$ cat config.mk
export PLATFORM = sky130hd
export DESIGN_NAME = muldiv_sequencer
export DESIGN_NICKNAME = d
export VERILOG_FILES = /design/src/rtl/dlx_pkg.sv /design/src/rtl/muldiv_step.sv /design/src/rtl/muldiv_sequencer.sv
export SDC_FILE = /design/constraint.sdc
export NUM_CORES = 1
export LEC_CHECK = 0
export ABC_AREA = 1
export BUFFER_PORTS_ARGS = -buffer_cell sky130_fd_sc_hd__buf_2
export CORE_ASPECT_RATIO = 0.7
export CORE_MARGIN = 2
export CORE_UTILIZATION = 30
export CTS_BUF_LIST = sky130_fd_sc_hd__clkbuf_4 sky130_fd_sc_hd__clkbuf_8
export DETAILED_ROUTE_END_ITERATION = 10
export SETUP_SLACK_MARGIN = 0.05
export SLEW_MARGIN = 15
export SYNTH_ARGS = -nofsm -noshare
export SYNTH_HDL_FRONTEND = slang
export SYNTH_SLANG_ARGS = --single-unit
export TNS_END_PERCENT = 20
$ cat constraint.sdc
create_clock -name clk -period 4.1 [get_ports clk]
set_input_delay 0.615 -clock clk [delete_from_list [all_inputs] [get_ports clk]]
set_output_delay 0.615 -clock clk [all_outputs]
set_load 0.02 [all_outputs]
$ cat src/rtl/dlx_pkg.sv
// Shared DLX definitions: ALU funct codes, multiply/divide group codes and
// the multi-cycle sequencer state/op encodings.
package dlx_pkg;

  localparam int WIDTH_DEF = 32;

  localparam logic [5:0] FUNCT_SLL   = 6'h04;
  localparam logic [5:0] FUNCT_SRL   = 6'h06;
  localparam logic [5:0] FUNCT_SRA   = 6'h07;
  localparam logic [5:0] FUNCT_MFHI  = 6'h10;
  localparam logic [5:0] FUNCT_MTHI  = 6'h11;
  localparam logic [5:0] FUNCT_MFLO  = 6'h12;
  localparam logic [5:0] FUNCT_MTLO  = 6'h13;
  localparam logic [5:0] FUNCT_MULT  = 6'h18;
  localparam logic [5:0] FUNCT_MULTU = 6'h19;
  localparam logic [5:0] FUNCT_DIV   = 6'h1a;
  localparam logic [5:0] FUNCT_DIVU  = 6'h1b;
  localparam logic [5:0] FUNCT_ADD   = 6'h20;
  localparam logic [5:0] FUNCT_ADDU  = 6'h21;
  localparam logic [5:0] FUNCT_SUB   = 6'h22;
  localparam logic [5:0] FUNCT_SUBU  = 6'h23;
  localparam logic [5:0] FUNCT_AND   = 6'h24;
  localparam logic [5:0] FUNCT_OR    = 6'h25;
  localparam logic [5:0] FUNCT_XOR   = 6'h26;
  localparam logic [5:0] FUNCT_SLT   = 6'h2a;
  localparam logic [5:0] FUNCT_SLTU  = 6'h2b;

  typedef enum logic [2:0] {
    ST_IDLE,
    ST_PREP,
    ST_CALC,
    ST_FIX,
    ST_DONE
  } md_state_t;

  // Encoding matches funct[1:0] of the MULT..DIVU group: bit1 = divide, bit0 = unsigned.
  typedef enum logic [1:0] {
    OP_MULT  = 2'b00,
    OP_MULTU = 2'b01,
    OP_DIV   = 2'b10,
    OP_DIVU  = 2'b11
  } md_op_t;

  function automatic logic is_muldiv(input logic [5:0] f);
    return (f >= FUNCT_MULT) && (f <= FUNCT_DIVU);
  endfunction

endpackage

$ cat src/rtl/muldiv_step.sv
// One combinational iteration: shift-add multiply or restoring divide step
// on a 2*WIDTH accumulator {upper, lower}.
module muldiv_step #(
  parameter int WIDTH = 32
) (
  input  logic [2*WIDTH-1:0] acc,
  input  logic [WIDTH-1:0]   opnd,
  input  logic               is_div,
  output logic [2*WIDTH-1:0] acc_nx
);

  logic [WIDTH:0]   sum;
  logic [WIDTH:0]   trial;
  logic [WIDTH:0]   diff;
  logic             ge;

  always_comb begin
    // Multiply: lower half holds the remaining multiplier bits; the carry of
    // the add is shifted back into the top of the accumulator.
    sum   = {1'b0, acc[2*WIDTH-1:WIDTH]} + {1'b0, opnd};
    // Divide: partial remainder shifted left with the next dividend bit.
    trial = acc[2*WIDTH-1:WIDTH-1];
    diff  = trial - {1'b0, opnd};
    ge    = (trial >= {1'b0, opnd});
    acc_nx = '0;
    if (is_div) begin
      acc_nx = {(ge ? diff[WIDTH-1:0] : trial[WIDTH-1:0]), acc[WIDTH-2:0], ge};
    end else if (acc[0]) begin
      acc_nx = {sum, acc[WIDTH-1:1]};
    end else begin
      acc_nx = {1'b0, acc[2*WIDTH-1:1]};
    end
  end

endmodule

$ cat src/rtl/muldiv_sequencer.sv
// Multi-cycle MULT/MULTU/DIV/DIVU sequencer with MTHI/MTLO; owns HI/LO and
// stalls the pipeline while an iterative operation is in flight.
module muldiv_sequencer
  import dlx_pkg::*;
#(
  parameter int WIDTH = WIDTH_DEF,
  parameter int CNT_W = 6
) (
  input  logic             clk,
  input  logic             rst_n,
  input  logic             start,
  input  logic [5:0]       funct,
  input  logic [WIDTH-1:0] a,
  input  logic [WIDTH-1:0] b,
  input  logic             flush,
  output logic             stall,
  output logic             busy,
  output logic             done,
  output logic             div0,
  output logic [WIDTH-1:0] hi,
  output logic [WIDTH-1:0] lo
);

  md_state_t state, state_nx;
  md_op_t    op;

  logic [WIDTH-1:0]   a_l, b_l, opnd;
  logic [2*WIDTH-1:0] acc, acc_step, prod_fix;
  logic [WIDTH-1:0]   q_fix, r_fix, abs_a, abs_b;
  logic [CNT_W-1:0]   cnt;
  logic               res_neg, rem_neg;
  logic               op_div, op_signed, div_by_zero, last_iter;

  assign op_div      = op[1];
  assign op_signed   = ~op[0];
  assign div_by_zero = op_div && (b_l == '0);
  assign last_iter   = (cnt == CNT_W'(WIDTH - 1));

  assign abs_a = (op_signed && a_l[WIDTH-1]) ? -a_l : a_l;
  assign abs_b = (op_signed && b_l[WIDTH-1]) ? -b_l : b_l;

  assign prod_fix = res_neg ? -acc : acc;
  assign q_fix    = res_neg ? -acc[WIDTH-1:0] : acc[WIDTH-1:0];
  assign r_fix    = rem_neg ? -acc[2*WIDTH-1:WIDTH] : acc[2*WIDTH-1:WIDTH];

  muldiv_step #(.WIDTH(WIDTH)) u_step (
    .acc    (acc),
    .opnd   (opnd),
    .is_div (op_div),
    .acc_nx (acc_step)
  );

  always_ff @(posedge clk or negedge rst_n) begin
    if (!rst_n) state <= ST_IDLE;
    else        state <= state_nx;
  end

  always_comb begin
    state_nx = state;
    busy     = 1'b0;
    done     = 1'b0;
    case (state)
      ST_IDLE: begin
        if (start && !flush && is_muldiv(funct)) state_nx = ST_PREP;
      end
      ST_PREP: begin
        busy = 1'b1;
        if (flush)            state_nx = ST_IDLE;
        else if (div_by_zero) state_nx = ST_DONE;
        else                  state_nx = ST_CALC;
      end
      ST_CALC: begin
        busy = 1'b1;
        if (flush)          state_nx = ST_IDLE;
        else if (last_iter) state_nx = ST_FIX;
      end
      ST_FIX: begin
        busy = 1'b1;
        state_nx = flush ? ST_IDLE : ST_DONE;
      end
      ST_DONE: begin
        done     = 1'b1;
        state_nx = ST_IDLE;
      end
      default: state_nx = ST_IDLE;
    endcase
  end

  assign stall = busy;

  // Every architectural write is gated by flush so an aborted op leaves HI/LO intact.
  always_ff @(posedge clk or negedge rst_n) begin
    if (!rst_n) begin
      hi      <= '0;
      lo      <= '0;
      div0    <= 1'b0;
      a_l     <= '0;
      b_l     <= '0;
      op      <= OP_MULT;
      opnd    <= '0;
      acc     <= '0;
      cnt     <= '0;
      res_neg <= 1'b0;
      rem_neg <= 1'b0;
    end else if (!flush) begin
      case (state)
        ST_IDLE: begin
          if (start) begin
            if (funct == FUNCT_MTHI) hi <= a;
            if (funct == FUNCT_MTLO) lo <= a;
            if (is_muldiv(funct)) begin
              a_l  <= a;
              b_l  <= b;
              op   <= md_op_t'(funct[1:0]);
              div0 <= 1'b0;
            end
          end
        end
        ST_PREP: begin
          acc     <= {{WIDTH{1'b0}}, abs_a};
          opnd    <= abs_b;
          cnt     <= '0;
          res_neg <= op_signed & (a_l[WIDTH-1] ^ b_l[WIDTH-1]);
          rem_neg <= op_signed & a_l[WIDTH-1];
          if (div_by_zero) begin
            div0 <= 1'b1;
            hi   <= a_l;
            lo   <= '1;
          end
        end
        ST_CALC: begin
          acc <= acc_step;
          cnt <= cnt + CNT_W'(1);
        end
        ST_FIX: begin
          if (op_div) begin
            hi <= r_fix;
            lo <= q_fix;
          end else begin
            hi <= prod_fix[2*WIDTH-1:WIDTH];
            lo <= prod_fix[WIDTH-1:0];
          end
        end
        default: ;
      endcase
    end
  end

endmodule
# Yosys cells after proc, flatten, opt, wreduce, memory -nomap -nowiden
# Index checks and enable logic that the tools add are counted.
[totals]
register_bits = 238
latchBits = 0
ram_bits = 0
romBits = 0
inputBits = 74
out_inout_bits = 68
memories = 0
[op_classes]
n_addsub = 8
n_mul = 0
div = 0
order_cmp = 3
eq_ne = 14
shift = 0
mux = 33
n_bitwise = 5
n_reduce_logical = 20
[ops]
columns = ["op", "count"]
rows = [
  ["$mux W32", 13],
  ["$mux W64", 3],
  ["$pmux W32 S3", 2],
  ["$neg A32 Y32", 4],
  ["$pmux W64 S2", 1],
  ["$neg A64 Y64", 1],
  ["$add A32 B32 Y33", 1],
  ["$ge A33 B32 Y1", 1],
  ["$logic_not A32 Y1", 1],
  ["$sub A32 B32 Y32", 1],
  ["$eq A6 B5 Y1 const B", 3],
  ["$mux W3", 6],
  ["$reduce_and A5 Y1", 3],
  ["$ne A2 B2 Y1 const B", 6],
  ["$pmux W3 S4", 1],
  ["$pmux W6 S2", 1],
  ["$add A6 B1 Y6 const B", 1],
  ["$eq A3 B2 Y1 const B", 2],
  ["$ge A6 B5 Y1 const B", 1],
  ["$le A6 B5 Y1 const B", 1],
  ["$logic_and A1 B1 Y1", 6],
  ["$reduce_and A2 Y1", 3],
  ["$mux W1", 5],
  ["$reduce_and A4 Y1", 1],
  ["12 further kinds", 15],
]

# Logic depth before layout (Yosys ltp)
[depth]
ltp_word = 5
mapped_depth = 17

# By module
# From an unflattened synthesis, not the netlist that was laid out.
[hier_totals]
cells_unflattened = 3527
area_unflattened_um2 = 21230.4
[by_module_without_submodules]
columns = ["mod", "instances", "cells_each", "area_per_inst_um2", "seq_area_each_um2"]
rows = [
  ["muldiv_sequencer", 1, 2154, 14711.6, 5955.7],
  ["muldiv_step", 1, 1373, 6518.8, 0.0],
]

# Worst setup path after synthesis
# No wires, ideal clock.
[synth_path]
path_type = "register to register"
startpoint = "reg acc[53]"
endpoint = "reg acc[32]"
t_arrival_ns = 2.076
t_required_ns = 3.971
setup_slack_ns = 1.895
stages_incl_launch_ff = 15
path_buffers = 1
period_less_slack_ns = 2.205
path_cell_list = "dfrtp_1 ha_1 nand2_1 inv_1 nand2_2 inv_1 a21oi_1 nor2_1 nor2_4 nand2_4 nor2_4 buf_4 nand2_1 nand3_1 o21ai_0"
[synth_via]
elab_chain_len = 4
[synth_lines]
columns = ["element", "line", "rtl"]
rows = [
  ["from (decl)", "muldiv_sequencer.sv:28", "logic [2*WIDTH-1:0] acc, acc_step, prod_fix;"],
  ["from (signal assigned)", "muldiv_sequencer.sv:120", "acc <= {{WIDTH{1'b0}}, abs_a};"],
  ["from (signal assigned)", "muldiv_sequencer.sv:132", "acc <= acc_step;"],
  ["$ge A33 B32 Y1", "muldiv_step.sv:24", "ge = (trial >= {1'b0, opnd});"],
  ["$mux W32", "muldiv_step.sv:27", "acc_nx = {(ge ? diff[WIDTH-1:0] : trial[WIDTH-1:0]), acc[WIDTH-2:0], ge};"],
  ["$mux W64", "muldiv_step.sv:26", "if (is_div) begin"],
  ["$pmux W64 S2", "muldiv_sequencer.sv:106", "case (state)"],
]
# No other way between the ends.
# A chain may end at the register's enable or synchronous reset.

# Worst setup path after layout
[layout_path]
startpoint = "reg acc[58]"
endpoint = "reg acc[41]"
# Same word-level chain as after synthesis.

==> impl_metrics.tcl <==
set metrics [dict create \
    async_flop_share_pct 100 \
    p_comb_share_pct 65.9 \
    hold_slack_ps 8.27 \
    synth-seq-cells 238 \
    p_int_uw 9030 \
    reg2reg_to "acc[41]" \
    viasPerCell 5.19 \
    hold_viol 0 \
    clkPwrFrac_pct 13.0 \
    die_w_um 318 \
    syn_area_sq_um 20700 \
    grt_max_degree 101 \
    io_pins 142 \
    post_drt_wl_per_cell_um 20.5 \
    placementRows 80 \
    drc 0 \
    nNetsFinal 3728 \
    hold_path.class "in -> async" \
    grt_overflow 0 \
    grt_antenna_before_repair 3 \
    power_density_nw_per_um2 904 \
    gp_congestion 1.06 \
    ys_warn_count 0 \
    cp_max_fo 27 \
    max_slew_margin_pct 34.0 \
    wirelength_um 92600 \
    clock_latency_ps 660 \
    status "finished, final reports clean" \
    tightest_slew_ps 983 \
    synthesis.nets 3590 \
    coreArea_sq_um 68300 \
    synthFlopType "dfrtp_1" \
    p_leak_uw 0.0125 \
    drive_above_1_share_pct 9.37 \
    grt_pass1_vias 20900 \
    cts_max_level 2 \
    cts_hold_buf 0 \
    dp_hpwl_um 73400 \
    post_cts_resized 0 \
    final_cell_mix "nand2_1 (1137), inv_1 (464), nor2_1 (391)" \
    die_y_um 224 \
    synth_area_per_cell_sq_um 6.02 \
    io_buffers 141 \
    total_power_uw 21400 \
    fin_crit_sh_pct 80.5 \
    reg2regPathDepth 14 \
    end_kind "flop" \
    grt_pass1_wl_um 136000 \
    fmax_ghz 0.303 \
    switching_share_pct 57.8 \
    maxSlewViolCount 0 \
    tns_ps 0 \
    cap_violations 0 \
    yosysUniqueCellTypes 44 \
    path_clk_slew_ps 70 \
    mostFrequentLayoutCell "nand2_1" \
    cts_setup_buffers 0 \
    seq_power_share_pct 21.0 \
    rsz0062_at_grt "no" \
    finalSetupViolCount 0 \
    worst-setup-path-type "reg -> reg" \
    cp.required_ps 4610 \
    worstPathArrival_ps 3810 \
    ir_worst_vdd_v 0.000418 \
    dieArea_sq_um 71300 \
    synthCells 3445 \
    cts_buffer_depth 3 \
    cts_tree "built" \
    r2r_start "acc[58]" \
    areaGrowthSynthToFinish_pct 14.2 \
    seq_area_frac_synth_pct 28.7 \
    cts-buffers-inserted 47 \
    fin_crit_ps 3300 \
    synth_edf_count 0 \
    fin_skew_ps 20.4 \
    ant_nets 0 \
    reg2reg_slack_ps 800 \
    crit_path_start_kind "flop" \
    dr.pass1.iters 6 \
    drt_iter0_drc 3189 \
    p_switching_uw 12400 \
    start_util_pct 30.4 \
    cts.sinks 238 \
    routed-via-count 23500 \
    cts-root-buf "clkbuf_8" \
    grt_use_total_pct 25.3 \
]
==> kinds of logic (layout without fill, tap and decap cells) <==
logic type | after synthesis | in the layout | synth area share [%]
buffers and inverters | 585 | 757 | 10.8
other | 0 | 1 | 0
and+or+nand+nor | 1943 | 1943 | 38.6
AOI/OAI and AO/OA | 536 | 536 | 14.3
xor gates and xnor gates | 59 | 59 | 2.49
muxes | 13 | 13 | 0.706
DFF | 238 | 238 | 28.7
adders and majority gates | 71 | 71 | 4.36
==> state kept, by name, summed over array words and instances, names as in the netlist <==
signal and count:
div0 1, acc 64, b_l 32, a_l 32
state 3, hi 32, res_neg 1, cnt 6
lo 32, op 2, opnd 32, rem_neg 1
==> power by group through the flow <==
stage | registers [uW] | clock network, uW | logic, uW
CTS | 4430 | 2830 | 13600
detailed placement | 4460 | 0 | 13600
floorplan | 4400 | 0 | 8810
global route | 4580 | 2920 | 15400
finish | 4500 | 2790 | 14100
global placement | 4450 | 0 | 13600
==> layout make-up <==
| type | count | area [sq um] |
|---|---|---|
| inverter | 473 | 1780 |
| clock inverter | 13 | 158 |
| multi-input combinational | 2622 | 12600 |
| timing repair buffer | 201 | 1200 |
| antenna | 1 | 2.50 |
| tap | 902 | 1130 |
| clock buffer | 70 | 895 |
| sequential | 238 | 5960 |
| fill | 7711 | 44600 |
==> Yosys cell counts, types with 10 or more instances <==
cell type,count,area (sq um)
nor2_1,393,1480
nand4_1,49,307
mux2_2,13,146
a22oi_1,19,143
xor2_1,50,438
a31oi_1,31,194
a21oi_1,198,991
clkbuf_1,76,285
nor3_1,45,225
inv_1,464,1740
or2_2,10,62.6
o22ai_1,14,87.6
buf_2,20,100
dfrtp_1,238,5960
o21ai_0,200,1000
ha_1,69,863
a21boi_1,18,135
o211ai_1,23,173
nand2_1,1137,4270
nand3b_1,18,135
nand3_1,266,1330
==> worst max path at each step <==
stage | start | to | slack, ps | depth (start not counted)
floorplan | acc[53] | acc[32] | 1890 | 14
global placement | acc[58] | acc[32] | 870 | 14
detailed placement | acc[58] | acc[41] | 930 | 14
CTS | acc[58] | acc[32] | 910 | 14
global route | acc[58] | acc[41] | 670 | 14
finish | acc[58] | acc[41] | 800 | 14
==> critical path, cell delays in order, from the launching register on <==
cell and delay (ps):
dfrtp_1 590, ha_1 470, nand2_1 130, nor2_1 360, nand3_1 140, nor2_1 150, nand2_1 90, nand2_1 120
nor2_4 80, nand2_4 350, nand2_2 240, inv_2 210, nand2_1 70, nand3_1 70, o21ai_0 80
==> routing by layer <==
layer  wire [um]  part of all wire (%)  vias up  GRT usage, %
met3       13400                    14       94          9.94
li1            -                     -    11300             -
met5           0                     0        -             0
met1       44600                    48    10800          39.5
met4        1600                   1.7        0          5.24
met2       33000                    36     1225          31.4
==> stage by stage <==
step	setup slack (ps)	instances	utilization (%)	instance area [sq um]
floorplan	1890	3445	-	20700
global placement	866	4436	33.1	22600
detailed placement	934	4436	33.1	22600
CTS	910	4519	34.7	23700
global route	667	4520	34.7	23700
finish	798	4520	34.7	23700
(Power assumes the default switching activity.)
